`config.mk`:
```
export PLATFORM = sky130hd
export DESIGN_NAME = fetch
export DESIGN_NICKNAME = d
export VERILOG_FILES = /design/src/rtl/riscv_pkg.sv /design/src/rtl/if_id_reg.sv /design/src/rtl/fetch.sv
export SDC_FILE = /design/constraint.sdc
export NUM_CORES = 1
export LEC_CHECK = 0
export BUFFER_PORTS_ARGS = -buffer_cell sky130_fd_sc_hd__buf_2
export CELL_PAD_IN_SITES_DETAIL_PLACEMENT = 1
export CELL_PAD_IN_SITES_GLOBAL_PLACEMENT = 1
export CORE_MARGIN = 5
export CORE_UTILIZATION = 36
export CTS_CLUSTER_DIAMETER = 40
export CTS_CLUSTER_SIZE = 8
export DETAILED_ROUTE_END_ITERATION = 7
export GPL_TIMING_DRIVEN = 1
export MAX_ROUTING_LAYER = met4
export PLACE_DENSITY = 0.88
export SLEW_MARGIN = 0
export SYNTH_ARGS = -nofsm -noshare
export SYNTH_HDL_FRONTEND = slang
export SYNTH_SLANG_ARGS = --single-unit
```
`constraint.sdc`:
```
create_clock -name clk -period 2.3 [get_ports clk]
set_input_delay 0.345 -clock clk [delete_from_list [all_inputs] [get_ports clk]]
set_output_delay 0.345 -clock clk [all_outputs]
set_load 0.005 [all_outputs]
```
`src/rtl/riscv_pkg.sv`:
```
// Shared RV32 constants and the IF/ID payload type used by fetch and decode.
// Decode reuses RV_NOP_INSTR when it squashes an instruction.
package riscv_pkg;

    localparam int unsigned XLEN = 32;

    // addi x0, x0, 0
    localparam logic [XLEN-1:0] RV_NOP_INSTR = 32'h0000_0013;
    localparam logic [XLEN-1:0] RV_RESET_PC  = 32'h0000_0000;

    typedef struct packed {
        logic [XLEN-1:0] instr;
        logic [XLEN-1:0] pc;
        logic [XLEN-1:0] pc_plus4;
        logic            valid;
    } ifid_t;

    function automatic ifid_t ifid_bubble(input logic [XLEN-1:0] nop);
        ifid_t b;
        b.instr    = nop;
        b.pc       = '0;
        b.pc_plus4 = '0;
        b.valid    = 1'b0;
        return b;
    endfunction

endpackage

```
`src/rtl/if_id_reg.sv`:
```
// IF/ID pipeline register: flush beats stall, stall holds, a missed fetch becomes a bubble.
// One-cycle latency; downstream stall is absorbed by holding the current contents.
module if_id_reg
    import riscv_pkg::*;
#(
    parameter logic [XLEN-1:0] NOP_INSTR = RV_NOP_INSTR
) (
    input  logic  clk,
    input  logic  rst_n,
    input  logic  stall_i,
    input  logic  flush_i,
    input  logic  capture_i,
    input  ifid_t fetch_i,
    output ifid_t ifid_o
);

    ifid_t ifid_q, ifid_d;

    always_comb begin
        ifid_d = ifid_q;
        if (flush_i) begin
            ifid_d = ifid_bubble(NOP_INSTR);
        end else if (stall_i) begin
            ifid_d = ifid_q;
        end else if (!capture_i) begin
            ifid_d = ifid_bubble(NOP_INSTR);
        end else begin
            ifid_d       = fetch_i;
            ifid_d.valid = 1'b1;
        end
    end

    always_ff @(posedge clk or negedge rst_n) begin
        if (!rst_n) begin
            ifid_q <= ifid_bubble(NOP_INSTR);
        end else begin
            ifid_q <= ifid_d;
        end
    end

    assign ifid_o = ifid_q;

endmodule

```
`src/rtl/fetch.sv`:
```
// Instruction fetch: PC register, next-PC select and the IF/ID register feeding decode.
// Word returned for PCF lands in IF/ID one cycle later; stalls and memory wait hold PCF.
module fetch
    import riscv_pkg::*;
#(
    parameter logic [XLEN-1:0] RESET_PC  = RV_RESET_PC,
    parameter logic [XLEN-1:0] NOP_INSTR = RV_NOP_INSTR
) (
    input  logic            clk,
    input  logic            rst_n,
    input  logic            StallF,
    input  logic            StallD,
    input  logic            FlushD,
    input  logic            PCSrcE,
    input  logic [XLEN-1:0] PCTargetE,
    output logic [XLEN-1:0] imem_addr,
    input  logic [XLEN-1:0] imem_rdata,
    input  logic            imem_ready,
    output logic [XLEN-1:0] InstrD,
    output logic [XLEN-1:0] PCD,
    output logic [XLEN-1:0] PCPlus4D,
    output logic            ValidD,
    output logic [XLEN-1:0] PCF
);

    logic [XLEN-1:0] pc_q, pc_d;
    logic [XLEN-1:0] pc_plus4;
    logic            fetch_ok;
    ifid_t           fetch_word;
    ifid_t           ifid;

    assign pc_plus4 = pc_q + 32'd4;
    assign fetch_ok = imem_ready & ~StallF;

    // Redirect overrides both stall and memory wait; PCF only moves on capture or redirect.
    always_comb begin
        pc_d = pc_q;
        if (PCSrcE) begin
            pc_d = PCTargetE;
        end else if (fetch_ok) begin
            pc_d = pc_plus4;
        end
    end

    always_ff @(posedge clk or negedge rst_n) begin
        if (!rst_n) begin
            pc_q <= RESET_PC;
        end else begin
            pc_q <= pc_d;
        end
    end

    assign fetch_word.instr    = imem_rdata;
    assign fetch_word.pc       = pc_q;
    assign fetch_word.pc_plus4 = pc_plus4;
    assign fetch_word.valid    = 1'b1;

    // The word in flight belongs to the path being abandoned on a redirect.
    if_id_reg #(
        .NOP_INSTR (NOP_INSTR)
    ) u_if_id_reg (
        .clk       (clk),
        .rst_n     (rst_n),
        .stall_i   (StallD),
        .flush_i   (FlushD | PCSrcE),
        .capture_i (fetch_ok),
        .fetch_i   (fetch_word),
        .ifid_o    (ifid)
    );

    assign imem_addr = pc_q;
    assign PCF       = pc_q;
    assign InstrD    = ifid.instr;
    assign PCD       = ifid.pc;
    assign PCPlus4D  = ifid.pc_plus4;
    assign ValidD    = ifid.valid;

    // Holding decode while fetch advances would drop an instruction.
    a_stall_contract: assert property (@(posedge clk) disable iff (!rst_n) !(StallD && !StallF));

endmodule

```
=== Yosys cells after proc, flatten, opt, wreduce, memory -nomap -nowiden ===
Index checks and enable logic that the tools add are counted.

* Word-level logic and storage cells: 16
* Bits in latches: 0
* Memory bits (writable): 0
* Memory bits (read-only): 0
* Output and inout bits: 161
* Bits in registers: 129
* Memories kept: 0

* $add $sub $neg: 1
* Shift operators: 0
* Div/mod/pow operators: 0
* Bitwise operators: 3
* Multiplexer cells: 5
* Reductions and logical operators: 1
* $lt $le $gt $ge: 0
* Multiply operators: 0
* Equality and inequality tests: 1

{| class="wikitable"
|+ Operator list
! cell !! number
|-
| two-way mux 97 bit || 3
|-
| two-way mux 32 bit || 2
|-
| adder 32 x 3 -> 32 bit, second input constant || 1
|-
| != test 2 x 1 -> 1 bit, second input constant || 1
|-
| nonzero test 2 bit || 1
|-
| bitwise AND 1 bit || 1
|-
| inverter 1 bit || 1
|-
| OR 1 bit || 1
|}

=== Logic depth before layout (Yosys ltp) ===
* Word-level depth: 5
* Mapped depth: 7
* Mapped depth without buffers: 6

=== Hierarchy ===
A second synthesis with hierarchy kept.

* Cell total of the unflattened synthesis: 550
* Area, all modules: 6284.8 µm²

{| class="wikitable"
|+ By module, submodules not included
! module !! cells each !! instances !! area an instance (µm²)
|-
| if_id_reg || 233 || 1 || 3679.8
|-
| fetch || 317 || 1 || 2605.0
|}

=== Worst setup path before layout ===
OpenSTA, ideal clock, no wires.

* Kind: flip-flop to flip-flop
* From: register pc_q[10] (netlist: PCF[10])
* To: register u_if_id_reg.ifid_q, in the netlist u_if_id_reg.ifid_o[31]
* Cell stages (with the launch flop): 8
* Arrival time: 1.841 ns
* Setup slack: 0.332 ns
* Data required time: 2.173 ns
* Library setup time: 0.127 ns
* Path buffers: 2
* Cell sequence: dfrtp_1 buf_2 nand4_2 or4_4 buf_6 nor4_4 xnor2_1 o21ai_2

* Cells in the longest elaborated chain, start to end: 4

{| class="wikitable"
|+ RTL lines
! item !! line !! text
|-
| start, declared || fetch.sv:26 || <nowiki>logic [XLEN-1:0] pc_q, pc_d;</nowiki>
|-
| start signal, assigned || fetch.sv:49 || <nowiki>pc_q <= pc_d;</nowiki>
|-
| adder 32 x 3 -> 32 bit || fetch.sv:32 || <nowiki>assign pc_plus4 = pc_q + 32'd4;</nowiki>
|-
| two-way mux 97 bit || if_id_reg.sv:25 || <nowiki>end else if (!capture_i) begin</nowiki>
|-
| two-way mux 97 bit || if_id_reg.sv:23 || <nowiki>end else if (stall_i) begin</nowiki>
|-
| two-way mux 97 bit || if_id_reg.sv:21 || <nowiki>if (flush_i) begin</nowiki>
|-
| end signal, assigned || if_id_reg.sv:35 || <nowiki>ifid_q <= ifid_bubble(NOP_INSTR);</nowiki>
|-
| end signal, assigned || if_id_reg.sv:37 || <nowiki>ifid_q <= ifid_d;</nowiki>
|-
| end, declared || if_id_reg.sv:17 || <nowiki>ifid_t ifid_q, ifid_d;</nowiki>
|}

No other way between the ends. The select of a mux whose other input is x is not followed.
A chain may end at the register's enable or synchronous reset.

=== Worst setup path in the final report ===
* From: register pc_q[2] (netlist: PCF[2])
* To: register pc_q[12] (netlist: PCF[12])

* Cells in the longest elaborated chain, start to end: 3

{| class="wikitable"
|+ RTL lines
! item !! line !! text
|-
| adder 32 x 3 -> 32 bit || fetch.sv:32 ||
|-
| two-way mux 32 bit || fetch.sv:40 || <nowiki>end else if (fetch_ok) begin</nowiki>
|-
| two-way mux 32 bit || fetch.sv:38 || <nowiki>if (PCSrcE) begin</nowiki>
|}

No other way between the ends. The select of a mux whose other input is x is not followed.

==> impl_metrics.toml <==
[logic_synthesis]
synth_flop_cell = "dfrtp_1"
synth_largest_area_cell = "dfrtp_1"
syn_inst = 553
synthDistinctLibCells = 39
yosysTopAreaCellShare = 0.5299
synth_edf_count = 0
synth_seq_area_share = 0.5434
yosys-top-cells-area = "dfrtp_1 (53%), a22o_1 (8.5%), nand2_1 (5.2%)"
syn-cell-area_um2 = 5856
ys.warnings.count = 0
synth_fp_nets = 625
netlist_top_cells_count = "dfrtp_1 (124), nand2_1 (81), a22o_1 (57)"
async_flop_share = 1.000
synth_seq_cells = 127
yosys.cell_count.top_type = "dfrtp_1"
avgSynthCellArea_um2 = 10.59

[worst_setup_path]
cp-end-kind = "flip-flop"
crit_chain = "ha_1, nand3_1, or2_2, nor3_1, xnor2_1, o21ai_0"
path_buf_inv = 0
crit_type = "reg2reg"
critPathLaunchType = "flip-flop"
cp_max_fo = 9
path_delay_family = "simple AND/OR/NAND/NOR gates"
cp.required_ns = 2.58
cp.arrival_ns = 2.35
cp_slowest_stage_delay_ns = 0.50
crit_path_top_delay_cell = "dfrtp_1"

[global_route]
grt.overflow.total = 0
busiest_layer = "met2"
met1_usage = 0.2626
grt_usage = 0.2130
grtUsageMet3 = 0.05186
antenna_found_initial = 0
met2_usage = 0.3425
grt_pass1_vias = 5350
grt_max_degree = 63
grt_pass1_wl_um = 29850

[timing]
finClkSkew_ns = 0.007693
drv_slew = 0
min_period_ns = 2.070
tns_ns = 0
max_freq_ghz = 0.4831
relSlewSlack = 0.6721
rsz0062_at_grt = "no"
hold_violations = 0
period_share = 0.8999
setup_viol = 0
holdWs_ns = 0.1363
finalWorstSetupSlack_ns = 0.2302
tightest_slew_ns = 0.4874

[placed_design]
io_buffers = 231
pre_cts_ws_ns = 0.2059
place.gp.congestion = 0.8193
hpwl_um = 13980

[route]
postRouteWirelength_um = 19530
vias = 5004
routed_via_density = 5.085
dr.pass1.iters = 4
drt_iter0_markers = 258
drc_errors = 0
wl_per_cell_um = 19.84
ant_nets = 0

[layout]
nNetsFinal = 827
area_delta_synth_final_pct = 32.07
diodes = 0
drive_gt1_frac = 0.4063
fin_util = 0.4851

[clock_tree]
postCtsResizedCells = 0
cts_tree = "yes"
clock_latency_ns = 0.41
htree_levels = 4
cts_buffers = 17
clock_sinks = 127
cts_max_path_buffers = 2
clockRootBuffer = "clkbuf_16"
path_clk_slew_ns = 0.06

[pwr]
power_mw = 5.774
leakage_nw = 3.860
powerDensity_nw_per_um2 = 746.7
ir_worst_vdd_mv = 0.5241

[floorplan]
core_area_um2 = 15940
die_y_um = 137.5
die_w_um = 137.5
io_pins = 232
die-area_um2 = 18920
start_util = 0.3673
fp-row-count = 46

[outcome]
outcome = "completed"

[min_path]
holdCritPathClass = "in2reg"

[run]
drv_cap = 0
[worst reg2reg max path: stages (launching register included)]
cell	delay (ns)
dfrtp_1	0.50
ha_1	0.26
nand3_1	0.25
or2_2	0.48
nor3_1	0.21
xnor2_1	0.15
o21ai_0	0.09
[state kept, by name, summed over array words and instances (netlist names)]
| name | cells |
|---|---|
| PCF | 32 |
| u_if_id_reg.ifid_o | 95 |
[worst paths after layout]
path | endpoint | slack (ns) | depth (start not counted) | from
setup / recovery | PCF[12]$_DFFE_PN0N_ | 0.23 | 6 | PCF[2]$_DFFE_PN0N_
setup reg to reg | PCF[12]$_DFFE_PN0N_ | 0.23 | 6 | PCF[2]$_DFFE_PN0N_
max in group asynchronous | u_if_id_reg.ifid_o[66]$_DFFE_PN1P_ | 1.16 | 3 | rst_n
hold / removal | PCF[19]$_DFFE_PN0N_ | 0.14 | 3 | PCTargetE[19]
hold reg to reg | u_if_id_reg.ifid_o[0]$_DFFE_PN0P_ | 0.47 | 2 | u_if_id_reg.ifid_o[0]$_DFFE_PN0P_
min in group asynchronous | PCF[24]$_DFFE_PN0N_ | 0.42 | 2 | rst_n
[power by group]
part           total, mW  leakage (nW)  switching, mW  internal (mW)
clock network       2.77         0.295          0.988           1.78
logic              0.592          1.87          0.333          0.258
registers           2.41          1.70          0.107           2.31
total               5.77          3.86           1.43           4.35
[metrics by stage]
step	instances	area, um2
final	984	7734
after floorplan	553	5856
after detailed placement	951	7116
after global routing	984	7734
after global placement	951	7116
after CTS	984	7734
[final cells by class]
type,instances,area (um2)
Multi-Input combinational cell,344,2235
Clock buffer,21,470.5
Clock inverter,11,137.6
Inverter,5,18.77
Fill cell,1818,8209
Timing Repair Buffer,260,1420
Tap cell,216,270.3
Sequential cell,127,3182
[cell usage in the layout (no fill, tap or decap), drive strengths merged]
cell and n:
buf 259, dfrtp 124, nand2 81, o21ai 64, a22o 57, xnor2 33, xor2 24, clkbuf 21
nand4 17, nand3 14, nor3 14, nor2 10, nor4 8, inv 5, clkinv 5, and4 3
o22a 3, clkinvlp 3, bufinv 3, dfstp 3, and2 3, or2 2, and3 2, mux2 2
or4 2, nor2b 1, nand3b 1, nand2b 1, mux2i 1, ha 1, dlygate4sd3 1
[logic make-up after synthesis]
logic type | count (synthesis) | synth area share
compound gates | 124 | 0.1451
xor+xnor | 57 | 0.08526
fa+ha+maj | 1 | 0.002136
buf+inv | 82 | 0.07692
flops | 127 | 0.5434
mux | 3 | 0.005555
simple gates | 159 | 0.1417
[layer usage]
metal | wire length (um) | part of all wire
met5 | 0 | 0
met2 | 9504 | 0.49
met1 | 8200 | 0.42
met4 | 427 | 0.022
met3 | 1394 | 0.071
[timing repair]
action | 4_1_cts | 5_1_grt
hold buffers | 1 | 0
setup buffers | 0 | 0
endpoints found under the hold margin | 41 | 0
Power figures use the tool's default switching activity.
